**config.mk**
```make
export PLATFORM = sky130hd
export DESIGN_NAME = click_sync_sink
export DESIGN_NICKNAME = d
export VERILOG_FILES = /design/src/rtl/click_sync_sink.sv
export SDC_FILE = /design/constraint.sdc
export NUM_CORES = 1
export LEC_CHECK = 0
export CORE_AREA = 2 2 96 98
export DETAILED_ROUTE_END_ITERATION = 12
export DIE_AREA = 0 0 98 100
export HOLD_SLACK_MARGIN = 0.1
export PLACE_DENSITY = 0.43
export SYNTH_ARGS = -nofsm -noshare
export SYNTH_HDL_FRONTEND = slang
export SYNTH_SLANG_ARGS = --single-unit
```
**constraint.sdc**
```tcl
create_clock -name clk -period 3.9 [get_ports clk]
set_input_delay 1.17 -clock clk [delete_from_list [all_inputs] [get_ports clk]]
set_output_delay 1.17 -clock clk [all_outputs]
set_load 0.1 [all_outputs]
```
**src/rtl/click_sync_sink.sv**
```systemverilog
`timescale 1ns/1ps
// click_sync_sink: receiving end of a 2-phase drive/free click pipeline.
// Synchronizes the drive toggle into clk, buffers bundled data in a small
// FWFT FIFO, and returns the free toggle. The ack is withheld when the
// buffer fills and released on the next pop.
module click_sync_sink #(
  parameter int DW          = 8,
  parameter int DEPTH       = 4,
  parameter int SYNC_STAGES = 2
) (
  input  logic                   clk,
  input  logic                   rst,
  input  logic                   i_drive,
  input  logic [DW-1:0]          i_data,
  output logic                   o_free,
  output logic                   o_valid,
  output logic [DW-1:0]          o_data,
  input  logic                   i_ready,
  output logic [$clog2(DEPTH):0] o_count
);

  localparam int AW = $clog2(DEPTH);
  localparam int CW = AW + 1;
  localparam logic [CW-1:0] FULL = CW'(DEPTH);

  typedef enum logic {IDLE = 1'b0, HOLD = 1'b1} state_e;

  logic [SYNC_STAGES-1:0]    sync_q;
  logic                      seen_q, seen_d;
  logic                      free_q, free_d;
  state_e                    state_q, state_d;
  logic [AW-1:0]             wr_ptr_q, wr_ptr_d;
  logic [AW-1:0]             rd_ptr_q, rd_ptr_d;
  logic [CW-1:0]             count_q, count_d;
  logic [DEPTH-1:0][DW-1:0]  mem_q;

  logic                      drive_s;
  logic                      pending;
  logic                      pop;
  logic                      wr;
  logic [CW-1:0]             cnt_post;

  assign drive_s = sync_q[SYNC_STAGES-1];
  assign pending = drive_s ^ seen_q;
  assign pop     = o_valid & i_ready;
  // A well-behaved upstream never sends into a full buffer; the guard keeps
  // a misbehaving one from corrupting occupancy (the token stays pending).
  assign wr      = pending & ((count_q != FULL) | pop);

  // Occupancy after this edge, used to decide whether the ack can go out now.
  always_comb begin
    cnt_post = count_q;
    case ({wr, pop})
      2'b10:   cnt_post = count_q + CW'(1);
      2'b01:   cnt_post = count_q - CW'(1);
      default: cnt_post = count_q;
    endcase
  end

  // Datapath next-state: phase tracking, pointers and count.
  always_comb begin
    seen_d   = seen_q;
    wr_ptr_d = wr_ptr_q;
    rd_ptr_d = rd_ptr_q;
    count_d  = cnt_post;
    if (wr) begin
      seen_d   = drive_s;
      wr_ptr_d = wr_ptr_q + AW'(1);
    end
    if (pop) rd_ptr_d = rd_ptr_q + AW'(1);
  end

  // Ack FSM: ack immediately unless this write filled the buffer; then hold
  // the ack until the first pop frees a slot.
  always_comb begin
    state_d = state_q;
    free_d  = free_q;
    case (state_q)
      IDLE: begin
        if (wr) begin
          if (cnt_post == FULL) state_d = HOLD;
          else                  free_d  = ~free_q;
        end
      end
      HOLD: begin
        if (pop) begin
          free_d  = ~free_q;
          state_d = IDLE;
        end
      end
      default: state_d = IDLE;
    endcase
  end

  // Synchronizer chain on the asynchronous drive toggle.
  always_ff @(posedge clk or negedge rst) begin
    if (!rst) sync_q <= '0;
    else      sync_q <= {sync_q[SYNC_STAGES-2:0], i_drive};
  end

  // Control state: phase, ack, FSM, pointers, occupancy.
  always_ff @(posedge clk or negedge rst) begin
    if (!rst) begin
      seen_q   <= 1'b0;
      free_q   <= 1'b0;
      state_q  <= IDLE;
      wr_ptr_q <= '0;
      rd_ptr_q <= '0;
      count_q  <= '0;
    end else begin
      seen_q   <= seen_d;
      free_q   <= free_d;
      state_q  <= state_d;
      wr_ptr_q <= wr_ptr_d;
      rd_ptr_q <= rd_ptr_d;
      count_q  <= count_d;
    end
  end

  // Storage; bundling guarantees i_data is stable once the token is seen,
  // so it is captured directly without its own synchronizer.
  always_ff @(posedge clk or negedge rst) begin
    if (!rst)    mem_q           <= '0;
    else if (wr) mem_q[wr_ptr_q] <= i_data;
  end

  assign o_free  = free_q;
  assign o_valid = (count_q != '0);
  assign o_data  = mem_q[rd_ptr_q];
  assign o_count = count_q;

endmodule

```
==> impl_metrics.yaml <==
run_status:
  outcome: "complete, no violations"
drt:
  via_per_inst: 4.34
  drt_iter0_drc: 33
  dr_total_vias: 1258
  drc: 0
  ant_nets: 0
  wl_mm: 4.04
  firstDrtPassIters: 4
  avgRoutedWirePerCell_um: 13.9
worst_setup_path:
  start_kind: "primary input"
  arrival_ps: 3410
  slowest_delay_ps: 550
  crit_type: "primary input to flop"
  critPathMaxFanout: 7
  cp_slowest_cell: "or4_1"
  reg2reg_depth: 8
  crit_family: "simple AND/OR/NAND/NOR gates"
  path_buf_inv: 1
  end_kind: "flop"
  crit_chain: "clkdlybuf4s50_1 > and2_1 > nand2_1 > fa_1 > or4_1 > a31oi_1 > o31ai_2 > xor2_1"
  cp.depth: 8
  crit_start: "i_ready"
  r2r_start: "o_count[0]"
  crit_required_ps: 4070
clock_network:
  clk_latency_ps: 300
  cts_sinks: 44
  cts_tree: "built"
  cts_max_level: 2
  clock_path_buffers: 2
  clk_pin_slew_ps: 80
  cts_root_buf: "clkbuf_8"
  postCtsSetupRepairBufs: 0
  cts_resized: 0
  cts_hold_buffers: 0
  cts_buffers: 5
die:
  die_x_um: 98
  die_h_um: 100
  start_util_pct: 24.0
  ios: 25
  num_rows: 35
  core_area_sq_um: 8890
  die_area_sq_um: 9800
sta:
  setup_tns_ps: 0
  setup_viol: 0
  relSlewSlack_pct: 33.4
  rsz0062_at_grt: "false"
  finalHoldViolCount: 0
  timing.hold.ws_ps: 355
  max_freq_mhz: 308
  fin_crit_ps: 3250
  worstMarginPinSlew_ps: 999
  final.setup_skew_ps: 12.1
  fin_crit_sh_pct: 83.2
  report.final.slew_viol_count: 0
flow_run:
  maxCapViolations: 0
synth:
  syn_inst: 150
  syn_area_per_cell_sq_um: 14.2
  ys_ff_latch: 44
  yosysTopAreaCell: "dfrtp_1"
  synth_cell_types: 33
  ys_warn_count: 0
  syn_nets: 167
  synth_area_sq_um: 2130
  synth_area_leaders: "dfrtp_1, mux2_2, mux4_2"
  synth_edf_count: 0
  ys_seq_area_share_pct: 51.6
  yosys_most_used_dff: "dfrtp_1"
  synthArstFlopShare_pct: 100
  synth_top_area_share_pct: 51.6
grt:
  antenna_found_initial: 0
  grtUsageTotal_pct: 8.98
  overflow: 0
  grt_max_degree: 45
  grt_pass1_vias: 1297
  grt_pass1_wl_mm: 6.87
placement:
  port_buffers: 24
  dp_hpwl_mm: 2.72
  routabilityCongestion: 0.713
final_layout:
  layout_commonest_cell: "dfrtp_1"
  area_growth_pct: 21.2
  diodes: 0
  nFillCells: 919
  drive_gt1_share_pct: 41.3
  layout_common_cells: "dfrtp_1, mux2_2, buf_4"
  fin_nets: 195
worst_hold_path:
  hold_path.class: "flop to flop"
  hold_depth: 0
  min_from: "sync_q[0]"
[area by class of cell]
type / instances / area, sq um / area share [%]
inverters: 5 / 18.8 / 0.726
well taps: 111 / 139 / 5.37
flip-flops and latches: 44 / 1100 / 42.6
clock buffers: 5 / 68.8 / 2.66
repair buffers: 27 / 225 / 8.71
clock inverters: 3 / 47.5 / 1.84
multi-input cells: 95 / 986 / 38.1
[registers in the layout, indices dropped and copies added, names as in the netlist]
name / count
rd_ptr_q: 2
wr_ptr_q: 2
sync_q: 2
state_q: 1
seen_q: 1
o_free: 1
mem_q: 32
o_count: 3
[synthesized netlist by cell type, drive strengths merged (2+ instances only)]
| cell type | number |
|---|---|
| dfrtp | 44 |
| mux2 | 33 |
| nand2 | 10 |
| mux4 | 8 |
| buf | 5 |
| inv | 5 |
| nor2b | 5 |
| o21ai | 5 |
| ha | 4 |
| xnor2 | 4 |
| nand3 | 3 |
| nor2 | 3 |
| a211oi | 2 |
| or3 | 2 |
| or4 | 2 |
| xor2 | 2 |
[path summary, 6_finish.rpt]
check | end | slack, ps
setup / recovery | o_free | 650
hold / removal | sync_q[1] | 360
setup reg to reg | o_free | 1170
hold reg to reg | sync_q[1] | 360
max in group asynchronous | seen_q | 2240
min in group asynchronous | mem_q[0] | 1030
[metrics by stage]
stage	std cells	setup slack (ps)	utilization, %	instance area, sq um
3_3_place_gp	282	419	27.8	2470
4_1_cts	290	666	29.1	2590
2_1_floorplan	150	211	-	2140
3_5_place_dp	282	344	27.8	2470
5_1_grt	290	518	29.1	2590
6_report	290	653	29.1	2590
[per-layer routing]
metal	vias up	routed length [um]	GRT usage, %
met3	4	194	2.86
met4	0	32	2.24
met5	-	0	0
met2	24	1920	15.2
met1	633	1890	11.2
li1	597	-	-
[cells by family after synthesis]
kind of cell,after synthesis,synth area share (%)
XOR/XNOR,6,2.46
buffers and inverters,11,2.29
adder cells (fa/ha/maj),5,3.28
AND/OR/NAND/NOR,28,9.61
AO/OA/AOI/OAI,14,4.45
multiplexers,42,26.3
flip-flops,44,51.6
Power is left out: the tool's default activity adds up to more than one toggle a clock period on the data nets, which glitch-free logic cannot reach.
==> RTL edit 1: new RTL, same settings <==
Put one more register stage on the output `o_count`, cleared by the reset. The value now appears one clock later. The other outputs are not delayed to match.
--- a/src/rtl/click_sync_sink.sv
+++ b/src/rtl/click_sync_sink.sv
@@ -127,7 +127,13 @@
   assign o_free  = free_q;
   assign o_valid = (count_q != '0);
   assign o_data  = mem_q[rd_ptr_q];
-  assign o_count = count_q;
+  always_ff @(posedge clk or negedge rst) begin
+    if (!rst) begin
+      o_count <= '0;
+    end else begin
+      o_count <= count_q;
+    end
+  end
 
 endmodule
 
Formal check against the unedited RTL: not equivalent (Yosys sat finds a counterexample within 4 cycles, from zero or initial values and one cycle with rst low).
==> RTL edit 1 against the unedited design <==
  * Wire length grew 12%
  * Design area grew 6.0%
  * Critical path depth grew 3
  * Core utilization grew 1.7 points
  * Sequential cell count grew 3
  * Clock skew shrank 0.0050 ns
  * Fmax shrank 5.3%
  * Synthesized area grew 7.9%
  * Highest routed layer unchanged
  * Die area is the same
  * Via count shrank 6.1%
  * Setup slack lost 0.18 ns
Power is left out: the tool's default activity adds up to more than one toggle a clock period on the data nets, which glitch-free logic cannot reach.
==> RTL edit 1: results (changes against the unedited design) <==
Run status
  • Status: finished, final reports clean

Worst setup path
  • Critical R2R Launch: count_q[0]
  • Crit path from: i_ready
  • Flop2flop setup slack: 1.23 ns (+0.06 ns)
  • Critical Path AT: 3.65 ns (+0.24 ns)
  • Critical Path Fanout Max: 3 (-4)

Final layout
  • Share of post-route cells with drive strength above 1: 42.42% (+1.1 points)
  • Largest regs: mem_q x32, count_q x3, o_count x3
  • Final #Nets: 183 (-6.2%)
  • N_diodes: 0 (unchanged)

Global routing
  • First-pass GRT wire length: 7617 um (+11%)
  • Total GRT Usage: 10.20% (+1.2 points)
  • Largest net degree at the start of global routing: 48 (+6.7%)
  • Vias in the first global route: 1385 (+6.8%)

Min path
  • HP Start: sync_q[0]
  • Worst hold path class: flip-flop to flip-flop

Placed design
  • Post-DP HPWL: 2940 um (+8.2%)
  • Port-buffer cells: 24 (unchanged)
  • Placer Congestion: 0.7139 (+0.13%)
  • Placed cell count: 269 (-4.6%)
  • Setup slack at placement: 0.1259 ns (-0.2182 ns)
  • DP Area: 2639 um^2 (+6.8%)

Synth
  • Top post-synthesis cells by count: 47 x dfrtp_1, 32 x mux2_4, 8 x mux4_2
  • Area contributors post-synth: dfrtp_1 51%, mux2_4 21%, mux4_2 7.8%
  • Post-synthesis cell type count: 31 (-6.1%)
  • Mapped Avg Cell Area: 16.93 um^2 (+19%)
  • Synthesis warning total: 0 (unchanged)
  • Post-synth ARST share: 100.0% (unchanged)
  • Mapped Nets: 154 (-7.8%)
  • Flops & latches, synth: 47 (+6.8%)
  • Seq/Total Area, Yosys: 51.09% (-0.50 points)

Drt
  • Iter 0 DRT Violations: 45 (+36%)
  • Via density: 4.279 (-1.4%)
  • Routed len/inst: 16.36 um (+17%)
  • DR vias: 1181 (-6.1%)
  • TritonRoute pass-1 iters: 4 (unchanged)

Timing
  • Fin crit share: 87.88% (+4.6 points)
  • Worst rel slew slack: 29.82% (-3.6 points)
  • Setup violators final: 0 (unchanged)
  • Hold_ws: 0.3607 ns (+0.005383 ns)
  • Max Clock Skew: 0.007175 ns (-0.004968 ns)

Clocking
  • Clock Tree Buf Depth: 2 (unchanged)
  • Worst-Skew Late Latency: 0.29 ns
  • Post-cts resize count: 0 (unchanged)
  • Clk pin slew, worst setup/hold paths: 0.08 ns (about the same)
  • Post-CTS setup buffers: 0 (unchanged)
[RTL edit 1: critical path, cell delays in order]
cell             delay (ns)
clkdlybuf4s50_1        0.45
nor4b_4                0.41
nor2_8                 0.07
inv_2                  0.07
ha_1                   0.17
inv_1                  0.06
fa_1                   0.38
xnor2_1                0.17
a211o_1                0.31
o32ai_2                0.23
xnor2_1                0.14
[RTL edit 1: per-layer routing]
layer,vias up,GRT usage (%),routed length (um)
met1,618,13.45,2078
met2,23,16.81,2209
met5,-,0,0
li1,535,-,-
met4,0,2.885,40
met3,5,2.507,186
[RTL edit 1: path summary, 6_finish.rpt]
kind	end	cells past startpoint
worst min-delay path	sync_q[1]	0
worst min register to register	sync_q[1]	0
worst max-delay path	o_free	11
min in group asynchronous	mem_q[3]	1
max in group asynchronous	mem_q[28]	1
worst max register to register	o_free	10
[RTL edit 1: kinds of logic (layout without fill, tap and decap cells)]
logic type | Yosys count | after routing | share of synthesized area (%)
flip-flops | 47 | 47 | 51.09
multiplexers | 41 | 41 | 29.18
AND/OR/NAND/NOR | 18 | 18 | 8.261
buffers and inverters | 9 | 38 | 1.847
XOR/XNOR | 8 | 8 | 3.044
AO/OA/AOI/OAI | 7 | 7 | 2.989
adder cells (fa/ha/maj) | 6 | 6 | 3.587
[RTL edit 1: layout make-up]
type | instances | area, um^2
inverter | 6 | 22.52
multi-input combinational | 80 | 1084
clock buffer | 6 | 72.57
tap | 111 | 138.9
fill | 879 | 6148
timing repair buffer | 25 | 217.7
sequential | 47 | 1176
clock inverter | 1 | 30.03
==> RTL edit 2: new RTL, config.mk and constraints unchanged <==
Without the edit above. The parameter `DEPTH` goes from 4 to 2.
--- a/src/rtl/click_sync_sink.sv
+++ b/src/rtl/click_sync_sink.sv
@@ -5,7 +5,7 @@
 // buffer fills and released on the next pop.
 module click_sync_sink #(
   parameter int DW          = 8,
-  parameter int DEPTH       = 4,
+  parameter int DEPTH       = 2,
   parameter int SYNC_STAGES = 2
 ) (
   input  logic                   clk,
Ports: changed (resized o_count); port bits go from 25 to 24. No check against the original RTL was run, so the function may have changed too.
==> RTL edit 2 against the unedited design <==
  * Synthesized area fell by 46%
  * Critical path depth unchanged
  * Sequential cell count down 19
  * Setup slack better by 0.25 ns
  * Wire length shrank 36%
  * Design area is 41% lower
  * Core utilization down 12 points
  * Critical endpoint unchanged
  * Highest routed layer unchanged
Power is left out: the tool's default activity adds up to more than one toggle a clock period on the data nets, which glitch-free logic cannot reach.
==> RTL edit 2: results (changes against the unedited design) <==
Clocking
  • Clk pin slew, worst setup/hold paths: 0.09 ns
  • CTS Buf Count: 3 (-2)
  • Worst-Skew Late Latency: 0.26 ns (-0.04 ns)
  • Htree depth: 1 (-1)
  • Post-CTS setup buffers: 0 (unchanged)

Worst setup path
  • Slowest cell on the critical path: clkdlybuf4s50_1
  • CP top delay family: compound AO/OA/AOI/OAI gates
  • Critical Path Fanout Max: 4 (-3)
  • Slowest stage delay, CP: 0.45 ns (-0.10 ns)

Final layout
  • Register bank with the most flops: mem_q
  • Final #Nets: 117 (-40%)
  • Fillers: 964 (+4.9%)
  • Share of post-route cells with drive strength above 1: 44.66% (+3.3 points)
  • Max FFs per register: 16 (-50%)
  • N_diodes: 0 (unchanged)

Synth
  • Mapped Nets: 90 (-46%)
  • Post-synthesis cell type count: 22 (-33%)
  • Fraction of synthesized cell area in xor and xnor cells: 4.550% (+2.1 points)
  • Mux contribution to synthesized area: 26.98% (+0.66 points)
  • Top post-synthesis cells by count: 25 x dfrtp_1, 17 x mux2_2, 8 x mux2_4
  • Seq/Total Area, Yosys: 54.17% (+2.6 points)
  • Complex-gate fraction of the synthesized area: 2.709% (-1.7 points)
  • Adder-Cell Fraction of Synth Area: 1.083% (-2.2 points)
  • Area contributors post-synth: dfrtp_1 54%, mux2_2 17%, mux2_4 10%

Timing
  • Least-Margin Pin Slew: 1.194 ns (+0.1947 ns)
  • Max Clock Skew: 0.002029 ns (-0.01011 ns)

Drt
  • TritonRoute pass-1 iters: 4 (unchanged)
  • Routed len/inst: 12.01 um (-14%)
  • DR vias: 688 (-45%)
  • Iter 0 DRT Violations: 11 (-67%)

Min path
  • Worst hold path class: flip-flop to flip-flop

Placed design
  • Placer Congestion: 0.7169 (+0.55%)
  • Post-DP HPWL: 1914 um (-30%)
  • Port-buffer cells: 23 (-4.2%)

Global routing
  • Largest net degree at the start of global routing: 26 (-42%)
  • Vias in the first global route: 791 (-39%)
  • First-pass GRT wire length: 4215 um (-39%)
  • Total GRT Usage: 5.609% (-3.4 points)

Run status
  • Status: finished, final reports clean
==> RTL edit 2: cell type report <==
class                   count  area [um^2]  share of cell area, %
clock buffers               4        45.04                  2.941
flip-flops and latches     25        625.6                  40.85
multi-input cells          49        510.5                  33.33
repair buffers             24        207.7                  13.56
inverters                   1        3.754                 0.2451
well taps                 111        138.9                  9.069
==> RTL edit 2: path summary, 6_finish.rpt <==
kind                             from        end  slack, ns  cells after the start
setup / recovery              i_ready     o_free       0.91                      8
setup reg to reg           o_count[1]     o_free       1.61                      8
max in group asynchronous         rst   mem_q[4]       1.66                      1
hold reg to reg             sync_q[0]  sync_q[1]       0.36                      0
min in group asynchronous         rst  sync_q[0]       1.53                      1
hold / removal              sync_q[0]  sync_q[1]       0.36                      0
==> RTL edit 2: cell families (layout without fill, tap and decap cells) <==
family | Yosys count | count (layout)
AND/OR/NAND/NOR | 14 | 14
flip-flops | 25 | 25
XOR/XNOR | 6 | 6
AO/OA/AOI/OAI | 3 | 3
multiplexers | 25 | 25
adder cells (fa/ha/maj) | 1 | 1
buffers and inverters | 3 | 29
==> RTL edit 2: through the flow <==
stage,hold slack (ns),area [um^2],cells,utilization [%],worst slack (ns)
final,0.3583,1531,214,17.23,0.9051
after global routing,0.3762,1531,214,17.23,0.7822
after CTS,0.3627,1531,214,17.23,0.9201
after detailed placement,0.3413,1486,210,16.72,0.6308
after global placement,0.3407,1486,210,16.72,0.7177
after floorplan,0.3312,1155,77,-,0.8282
==> RTL edit 2: metal layers <==
layer	wire length (um)	GRT usage, %	vias to the layer above	share of wire [%]
li1	-	-	319	-
met1	1021	6.143	340	40
met2	1403	10.38	27	55
met3	135	2.228	2	5.3
met4	10	0.9615	0	0.39
met5	0	0	-	0
